==> src/rtl/fir_seq_mac.sv <==
// fir_seq_mac: time-multiplexed FIR filter built around one shared signed MAC.
// A sample accepted in IDLE is shifted into the delay line. MAC then spends
// NUM_TAPS cycles accumulating x[k]*c[k]. OUT loads the rounded, saturated
// result and holds it until the downstream side takes it.
//
// Ports:
//   clk, reset             clock, synchronous active-high reset
//   coeff_we/addr/data     coefficient write port (ignored while in MAC)
//   in_valid/ready/data    input sample handshake
//   out_valid/ready/data   output result handshake
//   busy                   high while accumulating
//   overflow               sticky saturation flag, cleared only by reset
module fir_seq_mac #(
    parameter int unsigned DATA_W    = 8,
    parameter int unsigned COEFF_W   = 8,
    parameter int unsigned NUM_TAPS  = 4,
    parameter int unsigned OUT_SHIFT = 0
) (
    input  logic                          clk,
    input  logic                          reset,
    input  logic                          coeff_we,
    input  logic [$clog2(NUM_TAPS)-1:0]   coeff_addr,
    input  logic signed [COEFF_W-1:0]     coeff_data,
    input  logic                          in_valid,
    output logic                          in_ready,
    input  logic signed [DATA_W-1:0]      in_data,
    output logic                          out_valid,
    input  logic                          out_ready,
    output logic signed [DATA_W-1:0]      out_data,
    output logic                          busy,
    output logic                          overflow
);

    localparam int unsigned ADDR_W = $clog2(NUM_TAPS);
    localparam int unsigned PROD_W = DATA_W + COEFF_W;
    localparam int unsigned ACC_W  = PROD_W + $clog2(NUM_TAPS);
    // One spare bit so adding the rounding constant can never wrap.
    localparam int unsigned RND_W  = ACC_W + 1;

    localparam logic signed [RND_W-1:0] SAT_MAX =
        {{(RND_W-DATA_W+1){1'b0}}, {(DATA_W-1){1'b1}}};
    localparam logic signed [RND_W-1:0] SAT_MIN = ~SAT_MAX;

    typedef enum logic [1:0] {
        ST_IDLE = 2'd0,
        ST_MAC  = 2'd1,
        ST_OUT  = 2'd2
    } state_t;

    state_t state, next_state;

    logic signed [DATA_W-1:0]  x [NUM_TAPS];
    logic signed [COEFF_W-1:0] c [NUM_TAPS];
    logic signed [ACC_W-1:0]   acc;
    logic [ADDR_W-1:0]         k;

    logic                      accept_c;
    logic                      last_tap_c;
    logic                      coeff_wr_c;
    logic signed [PROD_W-1:0]  prod_c;
    logic signed [ACC_W-1:0]   acc_next_c;
    logic signed [RND_W-1:0]   acc_ext_c;
    logic signed [RND_W-1:0]   scaled_c;
    logic signed [DATA_W-1:0]  sat_data_c;
    logic                      sat_hit_c;

    // State register
    always_ff @(posedge clk) begin
        if (reset) begin
            state <= ST_IDLE;
        end else begin
            state <= next_state;
        end
    end

    // Next-state and control decode
    always_comb begin
        next_state = state;
        accept_c   = 1'b0;
        last_tap_c = 1'b0;
        coeff_wr_c = 1'b0;
        case (state)
            ST_IDLE: begin
                coeff_wr_c = coeff_we;
                if (in_valid && in_ready) begin
                    accept_c   = 1'b1;
                    next_state = ST_MAC;
                end
            end
            ST_MAC: begin
                last_tap_c = (k == ADDR_W'(NUM_TAPS - 1));
                if (last_tap_c) begin
                    next_state = ST_OUT;
                end
            end
            ST_OUT: begin
                coeff_wr_c = coeff_we;
                if (out_valid && out_ready) begin
                    next_state = ST_IDLE;
                end
            end
            default: next_state = ST_IDLE;
        endcase
    end

    // Shared multiply-accumulate
    always_comb begin
        prod_c     = PROD_W'(x[k]) * PROD_W'(c[k]);
        acc_next_c = acc + ACC_W'(prod_c);
        acc_ext_c  = RND_W'(acc);
    end

    // Round half up, then arithmetic shift
    generate
        if (OUT_SHIFT > 0) begin : g_round
            localparam logic signed [RND_W-1:0] RND_HALF = RND_W'(1) << (OUT_SHIFT - 1);
            assign scaled_c = (acc_ext_c + RND_HALF) >>> OUT_SHIFT;
        end else begin : g_no_round
            assign scaled_c = acc_ext_c;
        end
    endgenerate

    // Clamp to the output range
    always_comb begin
        sat_hit_c  = 1'b0;
        sat_data_c = scaled_c[DATA_W-1:0];
        if (scaled_c > SAT_MAX) begin
            sat_hit_c  = 1'b1;
            sat_data_c = SAT_MAX[DATA_W-1:0];
        end else if (scaled_c < SAT_MIN) begin
            sat_hit_c  = 1'b1;
            sat_data_c = SAT_MIN[DATA_W-1:0];
        end
    end

    // Datapath and registered outputs
    always_ff @(posedge clk) begin
        if (reset) begin
            in_ready  <= 1'b1;
            busy      <= 1'b0;
            out_valid <= 1'b0;
            out_data  <= '0;
            overflow  <= 1'b0;
            acc       <= '0;
            k         <= '0;
            for (int i = 0; i < int'(NUM_TAPS); i++) begin
                x[i] <= '0;
                c[i] <= '0;
            end
        end else begin
            in_ready <= (next_state == ST_IDLE);
            busy     <= (next_state == ST_MAC);

            if (coeff_wr_c) begin
                c[coeff_addr] <= coeff_data;
            end

            if (accept_c) begin
                x[0] <= in_data;
                for (int i = 1; i < int'(NUM_TAPS); i++) begin
                    x[i] <= x[i-1];
                end
                acc <= '0;
                k   <= '0;
            end

            if (state == ST_MAC) begin
                acc <= acc_next_c;
                k   <= last_tap_c ? '0 : k + ADDR_W'(1);
            end

            // First OUT cycle loads the result from the completed accumulator.
            if (state == ST_OUT) begin
                if (!out_valid) begin
                    out_valid <= 1'b1;
                    out_data  <= sat_data_c;
                    if (sat_hit_c) begin
                        overflow <= 1'b1;
                    end
                end else if (out_ready) begin
                    out_valid <= 1'b0;
                end
            end
        end
    end

endmodule

==> config.mk <==
export PLATFORM = sky130hd
export DESIGN_NAME = fir_seq_mac
export DESIGN_NICKNAME = d
export VERILOG_FILES = /design/src/rtl/fir_seq_mac.sv
export SDC_FILE = /design/constraint.sdc
export NUM_CORES = 1
export LEC_CHECK = 0
export BUFFER_PORTS_ARGS = -buffer_cell sky130_fd_sc_hd__buf_2
export CAP_MARGIN = 5
export CORE_MARGIN = 8
export CORE_UTILIZATION = 35
export CTS_CLUSTER_DIAMETER = 40
export DETAILED_ROUTE_END_ITERATION = 12
export GPL_ROUTABILITY_DRIVEN = 0
export GPL_TIMING_DRIVEN = 0
export HOLD_SLACK_MARGIN = 0.15
export PLACE_DENSITY = 0.58
export SLEW_MARGIN = 20
export SYNTH_ARGS = -nofsm -noshare
export SYNTH_HDL_FRONTEND = slang
export SYNTH_SLANG_ARGS = --single-unit
==> constraint.sdc <==
create_clock -name clk -period 6.2 [get_ports clk]
set_clock_uncertainty 0.2 [all_clocks]
set_input_delay 0.31 -clock clk [delete_from_list [all_inputs] [get_ports clk]]
set_output_delay 0.31 -clock clk [all_outputs]
set_load 0.02 [all_outputs]
==> out/qor.yml <==
outcome: "finished, final reports clean"
synth_async_sr_flop_share_pct: 0
die_x_um: 161
drt_first_iter_violations: 260
ant_nets: 0
start_util_pct: 35.4
synth_seq_cells: 100
critPathKind: "flop to flop"
grt_first_pass_wirelength_um: 26500
synth_simple_gate_area_share_pct: 15.4
slew-limit-headroom_pct: 53.7
end_kind: "flop"
die_h_um: 161
peakVddDrop_mv: 0.396
synth_top_family_by_area: "adder cells"
vias: 4773
vias_per_cell: 4.75
path_cells: "buf_6 -> buf_6 -> mux4_2 -> buf_4 -> and2_1 -> fa_1 -> fa_1 -> inv_1 -> fa_1 -> inv_1 -> fa_1 -> ha_1 -> ha_1 -> nor2b_4 -> o21a_1 -> o21ai_2 -> a211oi_1 -> or3_1 -> a32o_1"
ys_top_cells_by_count: "97 x and2_1, 93 x inv_1, 80 x fa_1"
hp-class: "flop to flop"
clk_pin_slew_ps: 70
synth.distinct_cells: 55
synth_edf_count: 64
ioPinCount: 35
swShare_pct: 43.6
ys_top_cells_by_area: "edfxtp_1 26%, fa_1 22%, dfxtp_1 9.8%"
clock.fmax_mhz: 168
synth_most_common_cell: "and2_1"
dieArea_um2: 26000
reg2reg_depth: 19
max-cap-violations: 0
tightest_slew_ps: 692
grtUsageMet3_pct: 2.24
p_clk_share_pct: 16.9
rows: 53
synthesis.area_um2: 7390
seq_power_share_pct: 25.8
yosysSeqAreaShare_pct: 35.8
whs_path_depth: 2
globalRouteOverflowTotal: 0
synthAdderAreaFrac_pct: 29.0
clock_sinks: 100
clockBufferDepth: 2
clock_latency_ps: 360
internal_power_w: 0.00189
cts_tree: "yes"
rsz0062_at_grt: "true"
yosys.area.top_type_share_pct: 26.0
yosysTopAreaCell: "edfxtp_1"
nNetsFinal: 871
fin_hold_ws_ps: 253
cp_slowest_cell: "mux4_2"
synthesis.nets: 806
synth_compound_area_share_pct: 7.37
arrival_ps: 6010
synth_mux_area_share_pct: 4.86
grt_start_max_net_pins: 24
slowest_delay_ps: 580
hold_viol: 0
pwr-share-comb_pct: 57.3
wire_per_inst_um: 15.5
cts_buffers: 9
dpl_cell_area_um2: 7930
cp.required_ps: 6250
power.density_nw_per_um2: 396
avgSynthCellArea_um2: 11.2
ctsHtreeMaxLevel: 3
use_met2_pct: 20.5
worstPathMaxFanout: 10
drive_above_1_share_pct: 12.9
drc: 0
setup_viol: 0
leakage_nw: 3.71
yosys_warnings: 0
grt_util_met1_pct: 17.6
power.total_w: 0.00335
final-instance-count-excl-fill: 1005
cp-start-kind: "flop"
min_from: "out_data[3]"
final_max_slew_viol_count: 0
ctsRootBufferMaster: "clkbuf_16"
critical-path-top-cell-by-count: "fa_1"
wl_um: 15500
synth_xor_area_share_pct: 1.66
drt_first_pass_iters: 4
finalInstanceArea_um2: 8450
ys.flop_type: "edfxtp_1"
areaGrowthSynthToFinish_pct: 14.4
busiest_layer: "met2"
fin_crit_ps: 5960
design.core.area_um2: 20900
diodes: 0
dp.cells: 969
grt_use_total_pct: 12.9
grt_pass1_vias: 5028
postSynthCellCount: 660
p_switching_w: 0.00146
period_share_pct: 96.1
dp_hpwl_um: 12200
portBuffers: 33
antenna_found_initial: 0
## through the flow
step	setup WS [ps]	util, %	setup TNS (ps)
floorplan	446	-	0
global placement	-186	37.8	-614
detailed placement	-241	38.0	-875
CTS	23.5	40.4	0
global route	-1.34	40.5	-1.34
finish	244	40.5	0
## kinds of logic after synthesis
group	count (synthesis)
simple gates	209
xor+xnor	14
fa+ha+maj	123
compound gates	83
buf+inv	114
flops	100
mux	17
## registers in the layout, summed over array words and instances (netlist names), 2 cells and up, named ones only
name      count
x            32
state         2
c            32
out_data      8
k             2
acc          18
## worst max-delay path: cells and delay by family (launching register included)
family                   cells  cell delay [ps]
adder cells (fa/ha/maj)      6             2570
multiplexers                 1              580
AND/OR/NAND/NOR              3              670
flip-flops                   1              360
AO/OA/AOI/OAI                4              760
buffers and inverters        5              700
## final timing paths
check,end,slack (ps)
max,acc[16],240
min,out_data[3],250
max reg2reg,acc[16],240
min reg2reg,out_data[3],250
## power by group through the flow
stage          registers (W)  clock network, W  logic [W]
3_3_place_gp        0.000877                 0    0.00189
4_1_cts             0.000863          0.000580    0.00194
6_report            0.000862          0.000566    0.00192
2_1_floorplan       0.000848                 0    0.00151
5_1_grt             0.000871          0.000603    0.00220
3_5_place_dp        0.000877                 0    0.00191
## cell usage in the layout, fill, tap and decap left out, types with 3 or more instances in the layout
master	n
o21ai_1	5
a21oi_1	29
or2_2	4
clkbuf_16	9
a32o_1	3
xnor2_1	13
nand4_1	3
clkbuf_1	15
buf_4	3
nand3_1	8
ha_1	43
buf_6	3
dlygate4sd3_1	18
o211ai_1	7
o21bai_1	4
and2_1	96
nor2_1	31
fa_1	80
a22oi_1	9
mux4_2	15
o21ai_0	9
buf_2	34
dfxtp_1	35
inv_1	92
a21o_1	3
edfxtp_1	64
nand2_1	42
or2_1	3
## metal layers
layer  up-vias  part of all wire [%]
met5         -                     0
li1       2313                     -
met2        48                    49
met3        19                   2.0
met1      2393                    47
met4         0                   1.6
## cell type report
cell class | instances | area [um2]
Clock inverter | 7 | 72.6
Buffer | 19 | 95.1
Clock buffer | 9 | 225
Sequential cell | 100 | 2640
Inverter | 94 | 353
Fill cell | 2040 | 12400
Timing Repair Buffer | 55 | 395
Multi-Input combinational cell | 446 | 4330
Tap cell | 275 | 344
## timing repair
action                                 in CTS  in global routing
endpoints found under the hold margin      44                  0
pin swaps                                   0                  0
hold buffers                               18                  0
resized for setup                           2                  7
buffers inserted                            3                  0
setup endpoints to repair                   5                  7
Power figures use the tool's default switching activity.
